$ cat src/rtl/stim_pulse_seq_if.sv
// stim_pulse_seq_if
//   Groups the request, configuration, handshake and status signals of one
//   stimulation pulse-train sequencer.
//   master : system side. Drives START/ABORT, the train configuration
//            fields and CB_OK, and observes the sequencer outputs.
//   slave  : the sequencer itself.
//   Parameters CNT_W / NP_W must match those of the attached stim_pulse_seq.
interface stim_pulse_seq_if #(
  parameter int CNT_W = 8,
  parameter int NP_W  = 6
);
  // requests and train configuration
  logic             START;
  logic             ABORT;
  logic [1:0]       CH_IN;
  logic             POL_FIRST;
  logic [CNT_W-1:0] T_PH;
  logic [CNT_W-1:0] T_IPG;
  logic [CNT_W-1:0] T_IPI;
  logic [CNT_W-1:0] T_CB_MAX;
  logic [NP_W-1:0]  N_PULSE;
  // balance-complete flag from the charge-balance logic
  logic             CB_OK;
  // sequencer outputs
  logic [1:0]       CH;
  logic             CAN_STI;
  logic             ANO_STI;
  logic             CB_ON;
  logic             BUSY;
  logic             DONE;
  logic             CB_FAIL;

  modport master (
    output START, ABORT, CH_IN, POL_FIRST, T_PH, T_IPG, T_IPI, T_CB_MAX,
           N_PULSE, CB_OK,
    input  CH, CAN_STI, ANO_STI, CB_ON, BUSY, DONE, CB_FAIL
  );

  modport slave (
    input  START, ABORT, CH_IN, POL_FIRST, T_PH, T_IPG, T_IPI, T_CB_MAX,
           N_PULSE, CB_OK,
    output CH, CAN_STI, ANO_STI, CB_ON, BUSY, DONE, CB_FAIL
  );
endinterface

$ cat src/rtl/stim_pulse_seq.sv
// stim_pulse_seq
//   Biphasic stimulation pulse-train sequencer for one stimulator front end.
//   Each pulse runs phase 1, interphase gap, phase 2, an optional
//   charge-balance window, then an interpulse interval; the train repeats
//   for the latched pulse count and ends with a one-cycle DONE.
//
// Ports
//   CLK  : system clock
//   RST  : synchronous, active-high reset
//   bus  : stim_pulse_seq_if.slave
//          in  START, ABORT, CH_IN, POL_FIRST, T_PH, T_IPG, T_IPI,
//              T_CB_MAX, N_PULSE, CB_OK
//          out CH, CAN_STI, ANO_STI, CB_ON, BUSY, DONE, CB_FAIL
//
// Build option
//   STIM_CB_SEQ_EN : when defined, a charge-balance window (CB state) follows
//                    phase 2. When undefined, phase 2 goes straight to the
//                    interpulse interval, CB_ON and CB_FAIL are tied low and
//                    CB_OK / T_CB_MAX are not used.
//
// States
//   state | meaning
//   IDLE  | waiting for START, all phase outputs low
//   PH1   | first phase (polarity from POL_FIRST)
//   IPG   | interphase gap
//   PH2   | second phase (opposite polarity)
//   CB    | charge-balance window, CB_ON high (STIM_CB_SEQ_EN only)
//   IPI   | interpulse interval, CB_ON forced low
//
// All outputs are registered and decoded from the next state, so they change
// on the same edge as the state register.
module stim_pulse_seq #(
  parameter int CNT_W = 8,
  parameter int NP_W  = 6
) (
  input  logic            CLK,
  input  logic            RST,
  stim_pulse_seq_if.slave bus
);

  localparam logic [2:0] S_IDLE = 3'd0;
  localparam logic [2:0] S_PH1  = 3'd1;
  localparam logic [2:0] S_IPG  = 3'd2;
  localparam logic [2:0] S_PH2  = 3'd3;
  localparam logic [2:0] S_IPI  = 3'd4;
`ifdef STIM_CB_SEQ_EN
  localparam logic [2:0] S_CB   = 3'd5;
`endif

  // Down-counter load value: a field of 0 behaves like 1, so every timed
  // state lasts at least one cycle.
  function automatic logic [CNT_W-1:0] load_val(input logic [CNT_W-1:0] v);
    return (v == '0) ? '0 : v - CNT_W'(1);
  endfunction

  logic [2:0]       state_q, state_d;
  logic [CNT_W-1:0] cnt_q, cnt_d;
  logic [NP_W-1:0]  pcnt_q, pcnt_d;
  logic [CNT_W-1:0] tph_q, tph_d;
  logic [CNT_W-1:0] tipg_q, tipg_d;
  logic [CNT_W-1:0] tipi_q, tipi_d;
  logic             pol_q, pol_d;
  logic [1:0]       ch_q, ch_d;
  logic             can_q, can_d;
  logic             ano_q, ano_d;
  logic             busy_q, busy_d;
  logic             done_q, done_d;
`ifdef STIM_CB_SEQ_EN
  logic [CNT_W-1:0] tcb_q, tcb_d;
  logic             cbon_q, cbon_d;
  logic             cbfail_q, cbfail_d;
`endif

  logic cnt_zero;
  assign cnt_zero = (cnt_q == '0);

  // --------------------------------------------------------------------------
  // next-state, counters and latched configuration
  // --------------------------------------------------------------------------
  always_comb begin
    state_d  = state_q;
    cnt_d    = cnt_q;
    pcnt_d   = pcnt_q;
    tph_d    = tph_q;
    tipg_d   = tipg_q;
    tipi_d   = tipi_q;
    pol_d    = pol_q;
    ch_d     = ch_q;
    done_d   = 1'b0;
`ifdef STIM_CB_SEQ_EN
    tcb_d    = tcb_q;
    cbfail_d = cbfail_q;
`endif

    // ABORT outranks everything, including a START seen in IDLE; CH and
    // CB_FAIL keep their values.
    if (bus.ABORT) begin
      state_d = S_IDLE;
    end else begin
      case (state_q)
        S_IDLE: begin
          if (bus.START) begin
            state_d  = S_PH1;
            tph_d    = bus.T_PH;
            tipg_d   = bus.T_IPG;
            tipi_d   = bus.T_IPI;
            pol_d    = bus.POL_FIRST;
            ch_d     = bus.CH_IN;
            cnt_d    = load_val(bus.T_PH);
            pcnt_d   = (bus.N_PULSE == '0) ? '0 : bus.N_PULSE - NP_W'(1);
`ifdef STIM_CB_SEQ_EN
            tcb_d    = bus.T_CB_MAX;
            cbfail_d = 1'b0;
`endif
          end
        end

        S_PH1: begin
          if (cnt_zero) begin
            state_d = S_IPG;
            cnt_d   = load_val(tipg_q);
          end else begin
            cnt_d   = cnt_q - CNT_W'(1);
          end
        end

        S_IPG: begin
          if (cnt_zero) begin
            state_d = S_PH2;
            cnt_d   = load_val(tph_q);
          end else begin
            cnt_d   = cnt_q - CNT_W'(1);
          end
        end

        S_PH2: begin
          if (cnt_zero) begin
`ifdef STIM_CB_SEQ_EN
            state_d = S_CB;
            cnt_d   = load_val(tcb_q);
`else
            state_d = S_IPI;
            cnt_d   = load_val(tipi_q);
`endif
          end else begin
            cnt_d   = cnt_q - CNT_W'(1);
          end
        end

`ifdef STIM_CB_SEQ_EN
        S_CB: begin
          // CB_OK on the timeout cycle counts as success.
          if (bus.CB_OK) begin
            state_d  = S_IPI;
            cnt_d    = load_val(tipi_q);
          end else if (cnt_zero) begin
            state_d  = S_IPI;
            cnt_d    = load_val(tipi_q);
            cbfail_d = 1'b1;
          end else begin
            cnt_d    = cnt_q - CNT_W'(1);
          end
        end
`endif

        S_IPI: begin
          if (cnt_zero) begin
            if (pcnt_q == '0) begin
              state_d = S_IDLE;
              done_d  = 1'b1;
            end else begin
              state_d = S_PH1;
              pcnt_d  = pcnt_q - NP_W'(1);
              cnt_d   = load_val(tph_q);
            end
          end else begin
            cnt_d   = cnt_q - CNT_W'(1);
          end
        end

        default: begin
          state_d = S_IDLE;
        end
      endcase
    end
  end

  // --------------------------------------------------------------------------
  // output decode from the next state
  // --------------------------------------------------------------------------
  always_comb begin
    can_d  = ((state_d == S_PH1) && !pol_d) || ((state_d == S_PH2) && pol_d);
    ano_d  = ((state_d == S_PH1) && pol_d)  || ((state_d == S_PH2) && !pol_d);
    busy_d = (state_d != S_IDLE);
  end

`ifdef STIM_CB_SEQ_EN
  always_comb begin
    cbon_d = (state_d == S_CB);
  end
`endif

  // --------------------------------------------------------------------------
  // registers
  // --------------------------------------------------------------------------
  always_ff @(posedge CLK) begin
    if (RST) begin
      state_q  <= S_IDLE;
      cnt_q    <= '0;
      pcnt_q   <= '0;
      tph_q    <= '0;
      tipg_q   <= '0;
      tipi_q   <= '0;
      pol_q    <= 1'b0;
      ch_q     <= 2'd0;
      can_q    <= 1'b0;
      ano_q    <= 1'b0;
      busy_q   <= 1'b0;
      done_q   <= 1'b0;
    end else begin
      state_q  <= state_d;
      cnt_q    <= cnt_d;
      pcnt_q   <= pcnt_d;
      tph_q    <= tph_d;
      tipg_q   <= tipg_d;
      tipi_q   <= tipi_d;
      pol_q    <= pol_d;
      ch_q     <= ch_d;
      can_q    <= can_d;
      ano_q    <= ano_d;
      busy_q   <= busy_d;
      done_q   <= done_d;
    end
  end

`ifdef STIM_CB_SEQ_EN
  always_ff @(posedge CLK) begin
    if (RST) begin
      tcb_q    <= '0;
      cbon_q   <= 1'b0;
      cbfail_q <= 1'b0;
    end else begin
      tcb_q    <= tcb_d;
      cbon_q   <= cbon_d;
      cbfail_q <= cbfail_d;
    end
  end
`endif

  assign bus.CH      = ch_q;
  assign bus.CAN_STI = can_q;
  assign bus.ANO_STI = ano_q;
  assign bus.BUSY    = busy_q;
  assign bus.DONE    = done_q;

`ifdef STIM_CB_SEQ_EN
  assign bus.CB_ON   = cbon_q;
  assign bus.CB_FAIL = cbfail_q;
`else
  // Without the balance window the balance inputs are deliberately ignored.
  logic unused_cb;
  assign unused_cb   = ^{bus.CB_OK, bus.T_CB_MAX};
  assign bus.CB_ON   = 1'b0;
  assign bus.CB_FAIL = 1'b0;
`endif

endmodule

$ cat src/flat_wrapper.sv
// flat-port wrapper written by rule: the top's interface ports become plain ports
module stim_pulse_seq_flat 
#(
  parameter int CNT_W = 8,
  parameter int NP_W  = 6
)
  (CLK, RST, bus_START, bus_ABORT, bus_CH_IN, bus_POL_FIRST, bus_T_PH, bus_T_IPG, bus_T_IPI, bus_T_CB_MAX, bus_N_PULSE, bus_CB_OK, bus_CH, bus_CAN_STI, bus_ANO_STI, bus_CB_ON, bus_BUSY, bus_DONE, bus_CB_FAIL);
  stim_pulse_seq_if #(.CNT_W(CNT_W), .NP_W(NP_W)) bus_i ();
  input  logic CLK;
  input  logic RST;
  input wire logic [$bits(bus_i.START)-1:0] bus_START;
  input wire logic [$bits(bus_i.ABORT)-1:0] bus_ABORT;
  input wire logic [$bits(bus_i.CH_IN)-1:0] bus_CH_IN;
  input wire logic [$bits(bus_i.POL_FIRST)-1:0] bus_POL_FIRST;
  input wire logic [$bits(bus_i.T_PH)-1:0] bus_T_PH;
  input wire logic [$bits(bus_i.T_IPG)-1:0] bus_T_IPG;
  input wire logic [$bits(bus_i.T_IPI)-1:0] bus_T_IPI;
  input wire logic [$bits(bus_i.T_CB_MAX)-1:0] bus_T_CB_MAX;
  input wire logic [$bits(bus_i.N_PULSE)-1:0] bus_N_PULSE;
  input wire logic [$bits(bus_i.CB_OK)-1:0] bus_CB_OK;
  output wire logic [$bits(bus_i.CH)-1:0] bus_CH;
  output wire logic [$bits(bus_i.CAN_STI)-1:0] bus_CAN_STI;
  output wire logic [$bits(bus_i.ANO_STI)-1:0] bus_ANO_STI;
  output wire logic [$bits(bus_i.CB_ON)-1:0] bus_CB_ON;
  output wire logic [$bits(bus_i.BUSY)-1:0] bus_BUSY;
  output wire logic [$bits(bus_i.DONE)-1:0] bus_DONE;
  output wire logic [$bits(bus_i.CB_FAIL)-1:0] bus_CB_FAIL;
  assign bus_i.START = bus_START;
  assign bus_i.ABORT = bus_ABORT;
  assign bus_i.CH_IN = bus_CH_IN;
  assign bus_i.POL_FIRST = bus_POL_FIRST;
  assign bus_i.T_PH = bus_T_PH;
  assign bus_i.T_IPG = bus_T_IPG;
  assign bus_i.T_IPI = bus_T_IPI;
  assign bus_i.T_CB_MAX = bus_T_CB_MAX;
  assign bus_i.N_PULSE = bus_N_PULSE;
  assign bus_i.CB_OK = bus_CB_OK;
  assign bus_CH = bus_i.CH;
  assign bus_CAN_STI = bus_i.CAN_STI;
  assign bus_ANO_STI = bus_i.ANO_STI;
  assign bus_CB_ON = bus_i.CB_ON;
  assign bus_BUSY = bus_i.BUSY;
  assign bus_DONE = bus_i.DONE;
  assign bus_CB_FAIL = bus_i.CB_FAIL;
  stim_pulse_seq #(.CNT_W(CNT_W), .NP_W(NP_W)) u_core (.CLK(CLK), .RST(RST), .bus(bus_i));
endmodule
$ cat config.mk
export PLATFORM = sky130hd
export DESIGN_NAME = stim_pulse_seq_flat
export DESIGN_NICKNAME = d
export VERILOG_FILES = /design/src/rtl/stim_pulse_seq_if.sv /design/src/rtl/stim_pulse_seq.sv /design/src/flat_wrapper.sv
export SDC_FILE = /design/constraint.sdc
export NUM_CORES = 1
export LEC_CHECK = 0
export ABC_AREA = 1
export CAP_MARGIN = 20
export CELL_PAD_IN_SITES_DETAIL_PLACEMENT = 0
export CELL_PAD_IN_SITES_GLOBAL_PLACEMENT = 2
export CORE_UTILIZATION = 31
export CTS_CLUSTER_DIAMETER = 200
export DETAILED_ROUTE_END_ITERATION = 8
export PLACE_DENSITY_LB_ADDON = 0.05
export SLEW_MARGIN = 20
export SYNTH_ARGS = -nofsm -noshare
export SYNTH_HDL_FRONTEND = slang
export SYNTH_SLANG_ARGS = --single-unit
$ cat constraint.sdc
create_clock -name CLK -period 3.9 [get_ports CLK]
set_input_delay 1.17 -clock CLK [delete_from_list [all_inputs] [get_ports CLK]]
set_output_delay 1.17 -clock CLK [all_outputs]
set_load 0.02 [all_outputs]
# ---- Yosys cells after proc, flatten, opt, wreduce, memory -nomap -nowiden
# Cells that the tools add are included.
dict set report classes {
  bitwise_logic 3
  n_reduce_logical 22
  add_sub_neg 7
  muxes 28
  eq_ne 10
}
# op n
set op_table {}
lappend op_table {{$mux W8} 10}
lappend op_table {{$logic_not A8 Y1} 5}
lappend op_table {{$pmux W8 S5} 1}
lappend op_table {{$sub A8 B1 Y8 const B} 5}
lappend op_table {{$mux W6} 4}
lappend op_table {{$mux W3} 6}
lappend op_table {{$pmux W3 S5} 1}
lappend op_table {{$logic_not A6 Y1} 2}
lappend op_table {{$pmux W6 S2} 1}
lappend op_table {{$sub A6 B1 Y6 const B} 2}
lappend op_table {{$eq A3 B2 Y1 const B} 3}
lappend op_table {{$eq A3 B1 Y1 const B} 2}
lappend op_table {{$mux W1} 5}
lappend op_table {{$reduce_and A5 Y1} 1}
lappend op_table {{$reduce_bool A5 Y1} 1}
lappend op_table {{$logic_and A1 B1 Y1} 4}
lappend op_table {{$ne A2 B2 Y1 const B} 2}
lappend op_table {{$reduce_and A4 Y1} 1}
lappend op_table {{$reduce_or A4 Y1} 1}
lappend op_table {{$eq A3 B3 Y1 const B} 1}
lappend op_table {{$logic_not A3 Y1} 1}
lappend op_table {{$ne A3 B3 Y1 const B} 1}
lappend op_table {{$not A1 Y1} 3}
lappend op_table {{$reduce_and A3 Y1} 1}
lappend op_table {{5 further kinds} 6}
dict set report totals {
  wordCells 82
  inputBits 46
  register_bits 48
  output_inout_bits 8
}

# ---- Logic depth before layout (Yosys ltp)
dict set report depth {
  ltp_word 8
  mapped_depth 13
  ltp_nobuf 12
}

# ---- Worst setup path after synthesis
# OpenSTA, ideal clock, no wires.
dict set report synth_timing {
  path_kind {input to register}
  start {in bus_T_PH[0]}
  end {reg u_core.cnt_q[6]}
  setup_time_ns 0.115
  path_slack_ns 1.531
  arrival_ns 2.254
  cell_stages 11
  path_buffers 0
  path_cell_list {inv_1 > ha_1 > inv_1 > nor2_1 > inv_1 > o21ai_2 > inv_2 > nand2_1 > nand2_1 > nor2_1 > nor2_1}
}
dict set report synth_between {
  elab_chain_cells 4
  word_cells_on_any_way 5
}
# element line_no
set synth_rtl {}
lappend synth_rtl {{start, declared} flat_wrapper.sv:15} ;# input wire logic [$bits(bus_i.T_PH)-1:0] bus_T_PH;
lappend synth_rtl {{$sub A8 B1 Y8 / $logic_not A8 Y1 (equally long branches)} stim_pulse_seq.sv:53} ;# return (v == '0) ? '0 : v - CNT_W'(1);
lappend synth_rtl {{$mux W8 *} stim_pulse_seq.sv:53}
lappend synth_rtl {{$mux W8 *} stim_pulse_seq.sv:102} ;# if (bus.START) begin
lappend synth_rtl {{$pmux W8 S5 *} stim_pulse_seq.sv:100} ;# case (state_q)
lappend synth_rtl {{end signal, assigned} stim_pulse_seq.sv:222} ;# cnt_q <= cnt_d;
lappend synth_rtl {{end, declared} stim_pulse_seq.sv:57} ;# logic [CNT_W-1:0] cnt_q, cnt_d;
# Mark *: on every way between the ends. The rest lies on a longest branch, timed or not. The select of a mux whose other input is x is not followed.
# A chain may end at the register's enable or synchronous reset.

# ---- Worst setup path after layout
dict set report layout_timing {
  start {in bus_ABORT}
  end {reg u_core.tipg_q[7]}
}
dict set report layout_between {
  elab_chain_cells 2
}
# element line_no
set layout_rtl {}
lappend layout_rtl {{start, declared} flat_wrapper.sv:12} ;# input wire logic [$bits(bus_i.ABORT)-1:0] bus_ABORT;
lappend layout_rtl {{$not A1 Y1 (no line)} n/a}
lappend layout_rtl {{$reduce_and A3 Y1 (no line)} n/a}
lappend layout_rtl {{end signal, assigned} stim_pulse_seq.sv:225} ;# tipg_q <= tipg_d;
lappend layout_rtl {{end, declared} stim_pulse_seq.sv:60} ;# logic [CNT_W-1:0] tipg_q, tipg_d;
# Every way passes these cells.

==> impl_metrics.ini <==
[logic_synthesis]
synth_seq_cells = 48
syn_avg_cell_area_um2 = 6.38
seq_area_frac_synth_pct = 29.6
synthArstFlopShare_pct = 0
syn_inst = 509
synth_flop_cell = dfxtp_1
ys_warn_count = 0
ys_types = 35
synth_area_um2 = 3250
synth_edf_count = 0

[critical_path]
arrival_ps = 2970
rrSetupSlack_ps = 1950
required_ps = 4140
path_cells = clkdlybuf4s50_1 > clkinv_1 > nand3_2 > buf_4 > o21ai_0 > a21oi_1
cp_max_fo = 47
setup.worst_path.start_class = input port
cp-end-kind = register
crit_path_max_incr_delay_ps = 560
cp_slowest_cell = clkdlybuf4s50_1
crit_type = input port to register

[floorplanning]
fp.dieH_um = 104
rows = 36
dieArea_um2 = 10900
die_x_um = 104
core_um2 = 9950
num_io_pins = 54
start_util_pct = 32.6

[power]
powerDensity_nw_per_um2 = 320
p_leak_nw = 1.64
ir_drop_v = 0.000158

[routing]
via_per_inst = 4.88
num_vias = 3319
ant_nets = 0
drc = 0
wl_um = 8590
drt-pass1-iter-count = 4
drt_iter0_drc = 146
wl_per_cell_um = 12.6

[sta]
setup_tns_ps = 0
tightest_slew_ps = 555
setup_ws_ps = 1170
finalCriticalPeriod_ps = 2730
rsz0062_at_grt = no
relSlewSlack_pct = 62.6
skew_ps = 8.08
setup_viol = 0
post-route-period-util_pct = 70.0
slew_viol_final = 0
finalHoldViolations = 0
max_freq_ghz = 0.366

[cells_and_area]
n_fill_cell = 1096
fin_nets = 605
layout.cells.non_filler = 680
register_area_um2 = 961
final_area_um2 = 3860
layout-drive-gt1-share_pct = 5.67
area_growth_pct = 18.9
num_antenna_cells = 0
multiInputGateArea_um2 = 1940

[placed_design]
gp_congestion = 0.809
dp.cells = 673
dp_hpwl_um = 6800
portBuffers = 42
dp_slack_ps = 845
placed_cell_area_um2 = 3780

[global_route]
antenna_found_initial = 0
grt_first_pass_wirelength_um = 14600
overflow = 0
grt_max_degree = 48
grt_pass1_vias = 3119
grt.total_usage_pct = 16.3

[hold_path]
hold_path.class = register to register

[clocking]
cts_buffer_depth = 2
numCtsBuffers = 5
cts.sinks = 48
cts_resized = 0
htreeDepth = 2
cts_tree = done
post_cts_buffers = 0
clk_latency_ps = 300
postCtsHoldBufs = 0
cts-root-buf = clkbuf_8
path_clk_slew_ps = 90

[flow_run]
drv_cap = 0

[status]
outcome = completed
report_power, final:
group	internal [mW]	switching, mW	total [mW]	leakage (nW)
clock network	0.123	0.170	0.293	0.0410
logic	0.149	0.242	0.391	1.20
registers	0.524	0.0275	0.551	0.395
final cells by class:
| cell class | count | area share, % |
|---|---|---|
| Inverter | 73 | 7.16 |
| Timing Repair Buffer | 44 | 11.3 |
| Multi-Input combinational cell | 375 | 50.3 |
| Clock inverter | 1 | 0.130 |
| Tap cell | 133 | 4.31 |
| Sequential cell | 48 | 24.9 |
| Clock buffer | 6 | 1.88 |
cells by family (layout without fill, tap and decap cells):
kind of cell	Yosys count	in the layout	synth area share, %
AOI/OAI and AO/OA	120	120	19.0
xor gates and xnor gates	16	16	4.32
and+or+nand+nor	225	225	31.6
adders and majority gates	12	12	4.62
DFF	48	48	29.6
other	1	2	0.115
buffers and inverters	87	124	10.7
metrics by stage:
step	util [%]	hold slack, ps	power, mW
final	38.8	492	1.24
after global routing	38.8	532	1.33
after CTS	38.8	491	1.26
after detailed placement	38.0	477	0.956
after global placement	38.0	469	0.957
after floorplan	-	453	0.835
synthesized netlist by cell type, types with 2 or more instances:
cell type / instances / area, um2
nand2_1: 73 / 274
nor2_1: 66 / 248
inv_1: 65 / 244
o21ai_0: 60 / 300
nand3_1: 49 / 245
dfxtp_1: 48 / 961
a21oi_1: 42 / 210
nand4_1: 14 / 87.6
ha_1: 12 / 150
o21ai_1: 11 / 55.1
xor2_1: 11 / 96.3
clkbuf_1: 9 / 33.8
inv_2: 6 / 22.5
nor2_2: 5 / 31.3
nor3_1: 5 / 25.0
xnor2_1: 5 / 43.8
nand2_2: 3 / 18.8
a211oi_1: 2 / 15.0
buf_2: 2 / 10.0
buf_4: 2 / 15.0
nand3b_1: 2 / 15.0
nor2_4: 2 / 22.5
o21ai_2: 2 / 17.5
o22ai_1: 2 / 12.5
routing by layer:
metal	global-route usage, %	vias up	wire [um]
met5	0	-	0
met4	4.08	0	100
met3	2.13	10	259
met2	27.2	53	3930
met1	22.1	1516	4300
li1	-	1740	-
critical path, delay by kind of cell:
kind,cells,cell delay (ps)
and+or+nand+nor,1,270
AOI/OAI and AO/OA,2,290
buffers and inverters,3,1220
flip-flops by register name, summed over array words and instances (netlist names), 2 cells and up:
| name | count |
|---|---|
| u_core.pcnt_q | 6 |
| u_core.state_q | 3 |
| u_core.cnt_q | 8 |
| u_core.tipi_q | 8 |
| u_core.tipg_q | 8 |
| u_core.bus.CH | 2 |
| u_core.tph_q | 8 |
placed cells by master, fill, tap and decap left out, types with 2 or more instances in the layout:
| cell type | n |
|---|---|
| a211oi_1 | 2 |
| inv_2 | 6 |
| nand2_2 | 3 |
| conb_1 | 2 |
| inv_1 | 65 |
| dfxtp_1 | 48 |
| o21ai_0 | 60 |
| o22ai_1 | 2 |
| nor2_1 | 66 |
| nor2_2 | 5 |
| nand2_1 | 73 |
| buf_4 | 2 |
| a21oi_1 | 42 |
| clkdlybuf4s50_1 | 42 |
| nand3b_1 | 2 |
| xnor2_1 | 5 |
| o21ai_1 | 11 |
| nand4_1 | 14 |
| o21ai_2 | 2 |
| clkbuf_8 | 5 |
| xor2_1 | 11 |
| nor3_1 | 5 |
| nand3_1 | 49 |
| ha_1 | 12 |
| nor2_4 | 2 |
worst paths after layout:
kind,endpoint,from,cells past startpoint
min,u_core.pcnt_q[1],u_core.pcnt_q[1],2
max,u_core.tipg_q[7],bus_ABORT,6
min reg2reg,u_core.pcnt_q[1],u_core.pcnt_q[1],2
max reg2reg,u_core.cnt_q[5],u_core.cnt_q[0],12
(Power assumes the default switching activity.)
